## config.mk

```make
export PLATFORM = sky130hd
export DESIGN_NAME = dram_arbiter_flat
export DESIGN_NICKNAME = d
export VERILOG_FILES = /design/src/rtl/dram_arb_pkg.sv /design/src/rtl/dram_arbiter_if.sv /design/src/rtl/dram_arbiter_byte_lane_merge.sv /design/src/rtl/dram_arbiter.sv /design/src/flat_wrapper.sv
export SDC_FILE = /design/constraint.sdc
export NUM_CORES = 1
export LEC_CHECK = 0
export ABC_AREA = 1
export CORE_MARGIN = 4
export CORE_UTILIZATION = 25
export CTS_CLUSTER_SIZE = 24
export DETAILED_ROUTE_END_ITERATION = 8
export PLACE_DENSITY = 0.55
export SLEW_MARGIN = 20
export SYNTH_ARGS = -nofsm -noshare
export SYNTH_HDL_FRONTEND = slang
export SYNTH_SLANG_ARGS = --single-unit
```

## constraint.sdc

```tcl
create_clock -name clk -period 1.97 [get_ports clk]
set_input_delay 0.197 -clock clk [delete_from_list [all_inputs] [get_ports clk]]
set_output_delay 0.197 -clock clk [all_outputs]
set_load 0.01 [all_outputs]
```

## src/rtl/dram_arb_pkg.sv

```systemverilog
// Shared types for the two-master data RAM arbiter.
// Latency: n/a (types and constants only).
// Backpressure: n/a.
package dram_arb_pkg;

    typedef enum logic [1:0] {
        IDLE,
        ACCESS,
        RMW,
        RESP
    } state_t;

    typedef enum logic {
        OP_READ,
        OP_WRITE
    } op_t;

    localparam int NUM_LANES = 4;

    localparam logic [NUM_LANES-1:0] BE_FULL = {NUM_LANES{1'b1}};
    localparam logic [NUM_LANES-1:0] BE_NONE = {NUM_LANES{1'b0}};

    // A mask that is neither all-on nor all-off needs the read-modify-write path.
    function automatic logic is_partial(input logic [NUM_LANES-1:0] be);
        return (be != BE_FULL) && (be != BE_NONE);
    endfunction

endpackage

```

## src/rtl/dram_arbiter_if.sv

```systemverilog
// Avalon-style master port: read/write request with byteenable, waitrequest completion.
// Latency: n/a (signal bundle only).
// Backpressure: slave holds waitrequest high until the transaction completes.
interface dram_arbiter_if #(
    parameter int ADDR_W = 32
);
    logic [ADDR_W-1:0] address;
    logic              read;
    logic              write;
    logic [31:0]       writedata;
    logic [3:0]        byteenable;
    logic              waitrequest;
    logic [31:0]       readdata;

    modport master (
        output address, read, write, writedata, byteenable,
        input  waitrequest, readdata
    );

    modport slave (
        input  address, read, write, writedata, byteenable,
        output waitrequest, readdata
    );
endinterface

```

## src/rtl/dram_arbiter_byte_lane_merge.sv

```systemverilog
// Merges enabled byte lanes of a new word over an old word.
// Latency: combinational.
// Backpressure: none.
module byte_lane_merge
    import dram_arb_pkg::*;
(
    input  logic [31:0]          old_word,
    input  logic [31:0]          new_word,
    input  logic [NUM_LANES-1:0] be,
    output logic [31:0]          merged
);

    // Lane k comes from new_word when its enable is set, otherwise keeps old_word.
    always_comb begin
        merged = old_word;
        for (int k = 0; k < NUM_LANES; k++) begin
            if (be[k]) begin
                merged[8*k +: 8] = new_word[8*k +: 8];
            end
        end
    end

endmodule

```

## src/rtl/dram_arbiter.sv

```systemverilog
// Two-master arbiter in front of a byte-enable-less RAM; partial writes become read-modify-write.
// Latency: read / full or empty write done 2 cycles after request seen in IDLE, partial write 3.
// Backpressure: waitrequest stays high except for one cycle when the granted master's transaction completes.
module dram_arbiter
    import dram_arb_pkg::*;
#(
    parameter int ADDR_W = 32,
    parameter bit RR_EN  = 1'b1
) (
    input  logic              clk,
    input  logic              reset,
    dram_arbiter_if.slave     m0,
    dram_arbiter_if.slave     m1,
    output logic [ADDR_W-1:0] ram_address,
    output logic              ram_read,
    output logic              ram_write,
    output logic [31:0]       ram_writedata,
    input  logic [31:0]       ram_readdata
);

    state_t                 state;
    logic                   gnt_id;
    op_t                    op_q;
    logic [31:0]            wdata_q;
    logic [NUM_LANES-1:0]   be_q;
    logic                   last_grant;
    logic                   ram_read_q;
    logic                   ram_write_q;
    logic                   wait0_q;
    logic                   wait1_q;
    logic [31:0]            rdata0_q;
    logic [31:0]            rdata1_q;
    logic [31:0]            merged;

    logic                   pend0;
    logic                   pend1;
    logic                   sel_vld;
    logic                   sel_id;
    op_t                    sel_op;
    logic [ADDR_W-1:0]      sel_addr;
    logic [31:0]            sel_wdata;
    logic [NUM_LANES-1:0]   sel_be;

    assign pend0 = m0.read | m0.write;
    assign pend1 = m1.read | m1.write;

    // Pick the next master: full arbitration in IDLE, only the other master in RESP.
    always_comb begin
        sel_vld = 1'b0;
        sel_id  = 1'b0;
        case (state)
            IDLE: begin
                sel_vld = pend0 | pend1;
                if (pend0 && pend1) begin
                    sel_id = RR_EN ? ~last_grant : 1'b0;
                end else begin
                    sel_id = pend1;
                end
            end
            RESP: begin
                sel_vld = gnt_id ? pend0 : pend1;
                sel_id  = ~gnt_id;
            end
            default: begin
                sel_vld = 1'b0;
                sel_id  = 1'b0;
            end
        endcase
    end

    // Mux the selected master's request; read+write together counts as a write.
    always_comb begin
        sel_op    = (sel_id ? m1.write : m0.write) ? OP_WRITE : OP_READ;
        sel_addr  = sel_id ? m1.address    : m0.address;
        sel_wdata = sel_id ? m1.writedata  : m0.writedata;
        sel_be    = sel_id ? m1.byteenable : m0.byteenable;
    end

    byte_lane_merge u_merge (
        .old_word (ram_readdata),
        .new_word (wdata_q),
        .be       (be_q),
        .merged   (merged)
    );

    // Arbiter state machine; every output is a register loaded on the state transition.
    always_ff @(posedge clk) begin
        if (reset) begin
            state         <= IDLE;
            gnt_id        <= 1'b0;
            op_q          <= OP_READ;
            wdata_q       <= '0;
            be_q          <= '0;
            last_grant    <= 1'b1;
            ram_read_q    <= 1'b0;
            ram_write_q   <= 1'b0;
            ram_address   <= '0;
            ram_writedata <= '0;
            wait0_q       <= 1'b1;
            wait1_q       <= 1'b1;
            rdata0_q      <= '0;
            rdata1_q      <= '0;
        end else begin
            case (state)
                IDLE, RESP: begin
                    wait0_q     <= 1'b1;
                    wait1_q     <= 1'b1;
                    ram_read_q  <= 1'b0;
                    ram_write_q <= 1'b0;
                    if (sel_vld) begin
                        gnt_id      <= sel_id;
                        last_grant  <= sel_id;
                        op_q        <= sel_op;
                        wdata_q     <= sel_wdata;
                        be_q        <= sel_be;
                        ram_address <= sel_addr;
                        ram_read_q  <= (sel_op == OP_READ) || is_partial(sel_be);
                        if ((sel_op == OP_WRITE) && (sel_be == BE_FULL)) begin
                            ram_write_q   <= 1'b1;
                            ram_writedata <= sel_wdata;
                        end
                        state <= ACCESS;
                    end else begin
                        state <= IDLE;
                    end
                end
                ACCESS: begin
                    ram_read_q  <= 1'b0;
                    ram_write_q <= 1'b0;
                    if ((op_q == OP_WRITE) && is_partial(be_q)) begin
                        ram_write_q   <= 1'b1;
                        ram_writedata <= merged;
                        state         <= RMW;
                    end else begin
                        if (op_q == OP_READ) begin
                            if (gnt_id) rdata1_q <= ram_readdata;
                            else        rdata0_q <= ram_readdata;
                        end
                        wait0_q <= gnt_id;
                        wait1_q <= ~gnt_id;
                        state   <= RESP;
                    end
                end
                RMW: begin
                    ram_write_q <= 1'b0;
                    wait0_q     <= gnt_id;
                    wait1_q     <= ~gnt_id;
                    state       <= RESP;
                end
                default: state <= IDLE;
            endcase
        end
    end

    // Reset cancels any strobe in the same cycle, so an in-flight RMW never reaches the RAM.
    assign ram_read  = ram_read_q  & ~reset;
    assign ram_write = ram_write_q & ~reset;

    assign m0.waitrequest = wait0_q;
    assign m1.waitrequest = wait1_q;
    assign m0.readdata    = rdata0_q;
    assign m1.readdata    = rdata1_q;

endmodule

```

## src/flat_wrapper.sv

```systemverilog
// flat-port wrapper written by rule: the top's interface ports become plain ports
module dram_arbiter_flat import dram_arb_pkg::*;
#(
    parameter int ADDR_W = 32,
    parameter bit RR_EN  = 1'b1
)
  (clk, reset, ram_address, ram_read, ram_write, ram_writedata, ram_readdata, m0_address, m0_read, m0_write, m0_writedata, m0_byteenable, m0_waitrequest, m0_readdata, m1_address, m1_read, m1_write, m1_writedata, m1_byteenable, m1_waitrequest, m1_readdata);
  dram_arbiter_if #(.ADDR_W(ADDR_W)) m0_i ();
  dram_arbiter_if #(.ADDR_W(ADDR_W)) m1_i ();
  input  logic clk;
  input  logic reset;
  output logic [ADDR_W-1:0] ram_address;
  output logic ram_read;
  output logic ram_write;
  output logic [31:0] ram_writedata;
  input  logic [31:0] ram_readdata;
  input wire logic [$bits(m0_i.address)-1:0] m0_address;
  input wire logic [$bits(m0_i.read)-1:0] m0_read;
  input wire logic [$bits(m0_i.write)-1:0] m0_write;
  input wire logic [$bits(m0_i.writedata)-1:0] m0_writedata;
  input wire logic [$bits(m0_i.byteenable)-1:0] m0_byteenable;
  output wire logic [$bits(m0_i.waitrequest)-1:0] m0_waitrequest;
  output wire logic [$bits(m0_i.readdata)-1:0] m0_readdata;
  input wire logic [$bits(m1_i.address)-1:0] m1_address;
  input wire logic [$bits(m1_i.read)-1:0] m1_read;
  input wire logic [$bits(m1_i.write)-1:0] m1_write;
  input wire logic [$bits(m1_i.writedata)-1:0] m1_writedata;
  input wire logic [$bits(m1_i.byteenable)-1:0] m1_byteenable;
  output wire logic [$bits(m1_i.waitrequest)-1:0] m1_waitrequest;
  output wire logic [$bits(m1_i.readdata)-1:0] m1_readdata;
  assign m0_i.address = m0_address;
  assign m0_i.read = m0_read;
  assign m0_i.write = m0_write;
  assign m0_i.writedata = m0_writedata;
  assign m0_i.byteenable = m0_byteenable;
  assign m0_waitrequest = m0_i.waitrequest;
  assign m0_readdata = m0_i.readdata;
  assign m1_i.address = m1_address;
  assign m1_i.read = m1_read;
  assign m1_i.write = m1_write;
  assign m1_i.writedata = m1_writedata;
  assign m1_i.byteenable = m1_byteenable;
  assign m1_waitrequest = m1_i.waitrequest;
  assign m1_readdata = m1_i.readdata;
  dram_arbiter #(.ADDR_W(ADDR_W), .RR_EN(RR_EN)) u_core (.clk(clk), .reset(reset), .m0(m0_i), .m1(m1_i), .ram_address(ram_address), .ram_read(ram_read), .ram_write(ram_write), .ram_writedata(ram_writedata), .ram_readdata(ram_readdata));
endmodule
```

==> metrics.txt <==
status=finished, violations left; failing checks=setup timing; switching share of total power=0.427; Buffers on Ports=a little over 300; initial DRC count=roughly 410; pre-CTS setup slack=-0.354 ns; pwr dens=1720 nW/um^2; maxcap violations=0; H-tree Lvls=4; Final Util=0.430; WP buf/inv=7; register area=3470 sq um; DP Area=approximately 12000 sq um; Psw=approximately 9.7 mW; # placed instances=approximately 1.8k; Yosys warning total=0; slowest CP cell=dfxtp_2; Site Rows=64; TritonCTS Buffers=17; Final nets=~1.7k; vias in the first global route=between 8k and 9k; Cell Area, Synth=just under 8000 sq um; post-synthesis sequential area ratio=0.444; Comb power frac=0.611; WL met1=between 10000 and 15000 um; Final Max Slew Viols=0; HP Start=m1_address[25]; syn_nets=roughly 1.3k; vias after detailed routing=slightly below 9k; first-pass GRT wire length=about 48000 um; RSZ-0062 raised after global routing=yes; Max stage delay on crit path=0.33 ns; CP delay by family, top=buffers and inverters; Fin Hold WS=between 0.3 and 0.4 ns; worst-margin pin slew=between 0.4 and 0.5 ns; CP Data Arrival Time=2.34 ns; Post-Synthesis Cells=roughly 1.1k; Worst Path Required=~2.3 ns; Setup TNS=-0.720 ns; largest net degree at the start of global routing=55; die area=~34000 sq um; initial antenna violation count=0; Via density=4.60; Flop pwr share=0.235; critical path startpoint category=flip-flop; Worst VDD drop=between 0.8 and 0.9 mV; Max Clock Freq=roughly 500 MHz; Die Ht=185 um; Clock Latency Late Sink=0.44 ns; GPL Wtd Cong=just over 0.8; count of cell types in the netlist=29; Worst Setup Slack, final=-0.0478 ns; final setup vio count=38; drt first pass iters=5; IO Pins=306; Filler cells=about 3.1k; worst setup path start=u_core.state[0]; CORE AREA=~31000 sq um; CTS Sinks=173; Worst Setup End Kind=flip-flop; gr ovfl total=0; Clock Power Share=0.154; Lkg Pwr=5.66 nW; GRT Total Usage=0.183; DP HPWL=24400 um; Final Instance Count excl. Fillers=1885; metal2 WL=around 18000 um; wire per inst=18.3 um; minimum clock period=approximately 2 ns; die width=about 180 um; area of the multi-input gates=3990 sq um; final worst path period share=1.02; WL met3=about 2600 um; worst-case clock buffer depth=2; Max FO, Critical Path=8; final instance area=around 13000 sq um; Reg clk slew, reported paths=~0.070 ns; layout cells sized above 1=0.152; Tot Pwr=between 20 and 25 mW; Rel. slew slack=0.731; kind of critical path=flip-flop to flip-flop; Post-Route WL=around 35000 um; FF+latch count, synth=173; Int Power=about 13 mW; r2r startpoint=u_core.state[0]; Hold Path Class=primary input to flip-flop; highest metal used=met4; clock skew=between 0.03 and 0.04 ns; root buf cell=clkbuf_16; DRC=0; Mapped Avg Cell Area=slightly below 7 sq um; worst-path cell chain=buf_4 -> ha_4 -> buf_4 -> a21oi_2 -> o22ai_2 -> inv_2 -> nor2_4 -> buf_12 -> buf_12 -> clkbuf_16 -> nor2_2 -> nor2_1 -> o21ai_1 -> inv_1; # diodes=0; Area Overhead vs Synth=68.8%; starting density of the core=0.255; Antenna Nets Post-Route=0; CTS tree=yes; Final Hold Viols=0
==> registers in the layout (all words and copies together) (netlist names), 2 cells and up <==
name                  flops
u_core.state              2
u_core.m0.readdata       32
u_core.m1.readdata       32
u_core.be_q               4
u_core.ram_address       32
u_core.ram_writedata     32
u_core.wdata_q           32
==> Yosys cell counts (all sizes together) <==
| cell | instances | area [sq um] |
|---|---|---|
| nor2 | 221 | 855 |
| nand2 | 189 | 742 |
| dfxtp | 173 | 3460 |
| o21ai | 168 | 841 |
| inv | 87 | 327 |
| nor3 | 64 | 320 |
| a21oi | 56 | 280 |
| nand3 | 50 | 255 |
| clkbuf | 49 | 184 |
| buf | 35 | 191 |
| o211ai | 14 | 105 |
| mux2i | 10 | 100 |
| ha | 5 | 62.6 |
| nand3b | 4 | 30.0 |
| nand4 | 2 | 12.5 |
| o22ai | 2 | 12.5 |
| nor3b | 1 | 12.5 |
| o21a | 1 | 7.51 |
| or2 | 1 | 6.26 |
==> cells by family after synthesis <==
kind of cell | Yosys count | share of synthesized area
AO/OA/AOI/OAI | 241 | 0.160
adder cells (fa/ha/maj) | 5 | 0.00801
buffers and inverters | 171 | 0.0899
flip-flops | 173 | 0.444
multiplexers | 10 | 0.0128
AND/OR/NAND/NOR | 532 | 0.286
==> worst paths after layout <==
kind	endpoint	slack [ns]	cells past startpoint
worst max-delay path	u_core.wdata_q[10]	-0.05	14
worst min-delay path	u_core.ram_address[25]	0.34	3
worst max register to register	u_core.wdata_q[10]	-0.05	14
worst min register to register	u_core.last_grant	0.47	2
==> cell type report <==
cell class,instances,area share
flip-flops and latches,173,0.263
inverters,87,0.0261
well taps,396,0.0376
clock inverters,14,0.0126
repair buffers,409,0.325
clock buffers,18,0.0326
multi-input cells,788,0.303
==> power groups by stage <==
stage               sequential, mW  combinational [mW]  clock [mW]
global route                  5.45                15.0        3.72
global placement              5.30                10.8           0
CTS                           5.28                11.7        3.59
detailed placement            5.32                10.9           0
finish                        5.32                13.8        3.48
floorplan                     5.55                5.54           0
==> layout by cell type, fill, tap and decap left out, types with 12 or more instances in the layout <==
master / synthesis / routed
a21oi_1: 56 / 43
a21oi_2: 0 / 12
buf_12: 0 / 17
buf_4: 5 / 62
buf_6: 2 / 13
clkbuf_16: 0 / 26
clkdlybuf4s50_1: 0 / 305
dfxtp_1: 173 / 171
inv_1: 83 / 75
nand2_1: 182 / 178
nand3_1: 49 / 39
nor2_1: 217 / 195
nor2_2: 1 / 15
nor3_1: 64 / 55
o211ai_1: 14 / 14
o21ai_0: 166 / 141
o21ai_1: 2 / 26
==> metal layers <==
| layer | up-vias | track usage |
|---|---|---|
| met5 | - | 0 |
| met4 | 0 | 0.0479 |
| met3 | 29 | 0.0533 |
| met2 | 289 | 0.330 |
| met1 | 3999 | 0.212 |
| li1 | 4354 | - |
==> worst reg2reg max path, delay by kind of cell (launching register included) <==
family,cells,cell delay [ns]
flops,1,0.33
buf+inv,7,0.94
simple gates,3,0.18
fa+ha+maj,1,0.16
compound gates,3,0.31
==> repair_timing <==
item / 4_1_cts / 5_1_grt
hold buffers: 0 / 0
gates cloned: 2 / 13
pin swaps: 8 / 37
endpoints found under the setup margin: 101 / 132
setup buffers: 7 / 9
gates resized for setup: 33 / 105
Power figures use the tool's default switching activity.
